**src/rtl/id_stage.sv**
```systemverilog
// Instruction-decode stage: register file with write-through bypass, main control
// decoder, sign-extender and load-use hazard detection feeding the ID/EX register.
module id_stage #(
  parameter int REG_COUNT = 32,
  parameter int PC_WIDTH  = 8
) (
  input  logic                clock,
  input  logic                reset,
  input  logic [31:0]         instruction,
  input  logic [PC_WIDTH-1:0] pcIn,
  input  logic                regWriteIn,
  input  logic [4:0]          writeRegister,
  input  logic [31:0]         writeData,
  input  logic                idExMemRead,
  input  logic [4:0]          idExRegisterTarget,
  input  logic                flush,
  output logic [1:0]          writeBackOut,
  output logic [2:0]          memoryOut,
  output logic [3:0]          EX,
  output logic [PC_WIDTH-1:0] pcOut,
  output logic [31:0]         register1Out,
  output logic [31:0]         register2Out,
  output logic [31:0]         offsetOut,
  output logic [4:0]          registerTargetOut,
  output logic [4:0]          registerDestinationOut,
  output logic                stall,
  output logic                pcWrite,
  output logic                ifIdWrite
);

  logic [31:0] regs [REG_COUNT];

  logic [5:0] opcode;
  logic [4:0] rs;
  logic [4:0] rt;
  logic [4:0] rd;
  logic       hazard;
  logic       bubble;
  logic [8:0] ctrl;  // {EX[3:0], WB[1:0], MEM[2:0]}

  assign opcode = instruction[31:26];
  assign rs     = instruction[25:21];
  assign rt     = instruction[20:16];
  assign rd     = instruction[15:11];

  always_ff @(posedge clock) begin
    if (reset) begin
      for (int i = 0; i < REG_COUNT; i++) begin
        regs[i] <= '0;
      end
    end else if (regWriteIn && writeRegister != 5'd0) begin
      regs[writeRegister] <= writeData;
    end
  end

  // Write-then-read: a same-cycle WB write to the addressed register wins.
  function automatic logic [31:0] read_port(input logic [4:0] addr);
    if (reset || addr == 5'd0) begin
      return 32'd0;
    end else if (regWriteIn && writeRegister == addr) begin
      return writeData;
    end else begin
      return regs[addr];
    end
  endfunction

  always_comb begin
    register1Out = read_port(rs);
    register2Out = read_port(rt);
  end

  always_comb begin
    ctrl = 9'b0000_00_000;
    unique case (opcode)
      6'b000000: ctrl = 9'b1100_10_000;
      6'b100011: ctrl = 9'b0001_11_010;
      6'b101011: ctrl = 9'b0001_00_001;
      6'b000100: ctrl = 9'b0010_00_100;
      6'b001000: ctrl = 9'b0001_10_000;
      default:   ctrl = 9'b0000_00_000;
    endcase
  end

  assign hazard = idExMemRead && (idExRegisterTarget != 5'd0) &&
                  (idExRegisterTarget == rs || idExRegisterTarget == rt);
  assign bubble = hazard || flush || reset;

  assign stall     = hazard && !reset;
  assign pcWrite   = !stall;
  assign ifIdWrite = !stall;

  assign EX           = bubble ? 4'd0 : ctrl[8:5];
  assign writeBackOut = bubble ? 2'd0 : ctrl[4:3];
  assign memoryOut    = bubble ? 3'd0 : ctrl[2:0];

  assign pcOut                  = pcIn;
  assign offsetOut              = {{16{instruction[15]}}, instruction[15:0]};
  assign registerTargetOut      = rt;
  assign registerDestinationOut = rd;

endmodule
```
**config.mk**
```make
export PLATFORM = sky130hd
export DESIGN_NAME = id_stage
export DESIGN_NICKNAME = d
export VERILOG_FILES = /design/src/rtl/id_stage.sv
export SDC_FILE = /design/constraint.sdc
export NUM_CORES = 2
export LEC_CHECK = 0
export CORE_ASPECT_RATIO = 2
export CORE_MARGIN = 5
export CORE_UTILIZATION = 55
export CTS_CLUSTER_DIAMETER = 30
export CTS_CLUSTER_SIZE = 40
export DETAILED_ROUTE_END_ITERATION = 10
export HOLD_SLACK_MARGIN = 0.06
export PLACE_DENSITY = 0.73
export SLEW_MARGIN = 10
export SYNTH_ARGS = -nofsm -noshare
export SYNTH_HDL_FRONTEND = slang
export SYNTH_SLANG_ARGS = --single-unit
```
**constraint.sdc**
```tcl
create_clock -name clock -period 3.2 [get_ports clock]
set_clock_uncertainty 0.1 [all_clocks]
set_input_delay 0.64 -clock clock [delete_from_list [all_inputs] [get_ports clock]]
set_output_delay 0.64 -clock clock [all_outputs]
set_load 0.005 [all_outputs]
```
==> results_dict.tcl <==
set metrics [dict create \
    h-tree-depth 3 \
    place_hpwl_mm 141 \
    crit_chain "mux4_2 -> a22oi_2 -> nand2_1 -> a32o_2 -> buf_2" \
    grtUsageTotal_pct 39.5 \
    wl_per_cell_um 37.6 \
    min_path_type "in2reg" \
    final_cell_area_um2 71300 \
    drt_wl_total_mm 222 \
    power_mw 35.7 \
    fin_crit_ns 3.33 \
    slew_viol_final 0 \
    cp.arrival_ns 2.59 \
    syn-cell-area_um2 55900 \
    clock-root-buffer "clkbuf_16" \
    synth-async-reset-ratio_pct 0 \
    max_freq_mhz 300 \
    cpPeakStageDelay_ns 0.50 \
    cp.required_ns 2.46 \
    relSlewSlack_pct 50.0 \
    syn2layout_area_growth_pct 27.5 \
    slowest_stage "mux4_2" \
    grt_pass1_vias 42500 \
    reg_top3 "regs (1024)" \
    ys_ff_latch 1024 \
    numClockSinks 1024 \
    die-width_um 235 \
    largest_reg_flops 1024 \
    yosys-top-cells-area "edfxtp_1 (55%), mux4_2 (14%), and2_1 (11%)" \
    routed_via_density 7.18 \
    grt_max_degree 46 \
    row_count 165 \
    leakagePower_nw 26.3 \
    grt_setup_unrepaired "yes" \
    num_io_pins 213 \
    core_area_um2 101000 \
    top_register "regs" \
    nNetsFinal 4541 \
    cts_tree "yes" \
    drv_cap 0 \
    drive_above_1_share_pct 38.8 \
    synth_top_area_share_pct 55.0 \
    max-vdd-ir-drop_v 0.000475 \
    worstSetupPathType "reg2out" \
    synthDistinctLibCells 55 \
    cp_max_fo 2 \
    p_per_area_nw_per_um2 501 \
    yosysTopAreaCell "edfxtp_1" \
    finalSetupViolCount 42 \
    yosysSeqAreaShare_pct 55.0 \
    vias 42400 \
    drc 0 \
    fin_ws_ns -0.129 \
    drt_pre_antenna_iters 9 \
    die-area_um2 108000 \
    final_antenna_net_count 0 \
    clkTransAtPathRegs_ns 0.06 \
    ys_warn_count 0 \
    worstMarginPinSlew_ns 0.750 \
    hold_violations 0 \
    syn_area_per_cell_um2 14.3 \
    grt_pass1_wl_mm 304 \
    synth_edf_count 1024 \
    syn_inst 3921 \
    cts-buffers-inserted 118 \
    grt.overflow.total 0 \
    die_h_um 461 \
    start_util_pct 55.4 \
    start_kind "register" \
    antenna_found_initial 10 \
    final.period_utilization_pct 104 \
    postCtsHoldBufs 0 \
    port_buffers 143 \
    synth_flop_cell "edfxtp_1" \
    violations "setup timing" \
    drt_iter0_drc 6773 \
    outcome "finished with violations" \
    placed_cell_area_um2 62600 \
    place.gp.congestion 0.978 \
    ctsLongestPathBuffers 3 \
    endpoint_kind "output port" \
]
[per-layer routing]
metal  up-vias  global-route usage (%)  wire, um
li1      16100                       -         -
met1     20600                    42.6     63300
met2      4103                    62.9    103000
met3      1502                    10.4     28000
met4         2                    37.0     27800
met5         -                  0.0905        13
[area by class of cell]
class	instances	area, um2
clock buffer	123	3010
antenna	10	25.0
fill	6266	29700
tap	1336	1670
clock inverter	99	1130
multi-input combinational	2451	24800
inverter	3	11.3
timing repair buffer	856	9900
sequential	1024	30700
[Yosys cell counts, types with 14 or more instances]
cell type,number
a211oi_1,33
a21oi_1,63
a221o_1,31
a221oi_1,63
a22oi_1,95
a32o_1,32
and2_1,996
buf_2,64
buf_4,82
buf_6,31
clkbuf_1,279
edfxtp_1,1024
mux2i_1,254
mux4_1,27
mux4_2,358
nand2_1,104
nand3_1,38
nor2_1,72
nor2b_1,36
o21ai_0,32
o221ai_1,32
o22ai_1,33
o311ai_0,16
o311ai_1,14
or2_2,31
xnor2_1,16
[report_power, final]
group / switching [mW] / internal, mW / leakage [nW]
logic: 2.97 / 2.55 / 14.6
registers: 0.426 / 15.5 / 9.75
clock network: 6.25 / 8.00 / 2.03
[cell families (layout without fill, tap and decap cells)]
kind of cell / after synthesis / after routing / synth area share, %
buffers and inverters: 477 / 1081 / 4.42
muxes: 640 / 640 / 20.3
xor gates and xnor gates: 20 / 20 / 0.313
AOI/OAI and AO/OA: 455 / 455 / 6.20
and+or+nand+nor: 1304 / 1304 / 13.8
DFF: 1024 / 1024 / 55.0
other: 1 / 42 / 0.00671
[final timing paths]
kind / start / end / depth (start not counted)
worst min-delay path: reset / regs[0][20] / 2
worst max-delay path: regs[31][31] / register1Out[31] / 5
[critical path, delay by kind of cell, from the launching register on]
| family | cells | cell delay, ns |
|---|---|---|
| compound gates | 2 | 0.67 |
| flops | 1 | 0.40 |
| simple gates | 1 | 0.12 |
| mux | 1 | 0.50 |
| buf+inv | 1 | 0.14 |
[stage by stage]
step / instances / setup slack, ns / hold slack (ns) / utilization (%) / TNS, ns
5_1_grt: 5893 / -0.190 / 0.353 / 70.6 / -3.39
6_report: 5902 / -0.129 / 0.365 / 70.6 / -2.09
4_1_cts: 5817 / -0.124 / 0.343 / 68.9 / -1.90
2_1_floorplan: 3952 / 0.242 / 0.738 / - / 0
3_5_place_dp: 5455 / -0.825 / 1.12 / 62.0 / -49.36
3_3_place_gp: 5455 / -0.819 / 1.12 / 62.0 / -48.01
[placed cells by master, fill, tap and decap left out, types with 12 or more instances in the layout]
cell | Yosys | final
nor2_4 | 1 | 43
or2_2 | 31 | 31
clkinv_4 | 0 | 18
a211oi_2 | 0 | 27
a21oi_2 | 0 | 22
a221oi_2 | 0 | 36
buf_4 | 82 | 417
inv_6 | 0 | 25
o221ai_1 | 32 | 32
buf_12 | 1 | 172
mux4_2 | 358 | 377
nor2_1 | 72 | 19
buf_8 | 4 | 27
nor2b_1 | 36 | 14
and2_1 | 996 | 994
clkdlybuf4s50_1 | 0 | 45
o311ai_4 | 0 | 16
a21oi_1 | 63 | 40
a32o_2 | 0 | 30
nand2_2 | 0 | 13
clkbuf_16 | 0 | 131
edfxtp_1 | 1024 | 1024
a22oi_2 | 0 | 73
buf_2 | 64 | 53
o21ai_0 | 32 | 23
buf_16 | 0 | 29
buf_6 | 31 | 73
nor2b_4 | 0 | 17
conb_1 | 1 | 32
o22ai_1 | 33 | 32
a221o_1 | 31 | 30
dlygate4sd2_1 | 0 | 14
mux2i_1 | 254 | 242
a22oi_1 | 95 | 22
nand3_1 | 38 | 26
a221oi_1 | 63 | 26
nand2_1 | 104 | 89
clkinv_2 | 0 | 12
[repair_timing]
| item | 4_1_cts | 5_1_grt |
|---|---|---|
| gates resized for setup | 674 | 231 |
| setup buffers | 140 | 74 |
| pin swaps | 155 | 114 |
| endpoints found under the setup margin | 76 | 65 |
| cloned | 19 | 12 |
Power figures use the tool's default switching activity.
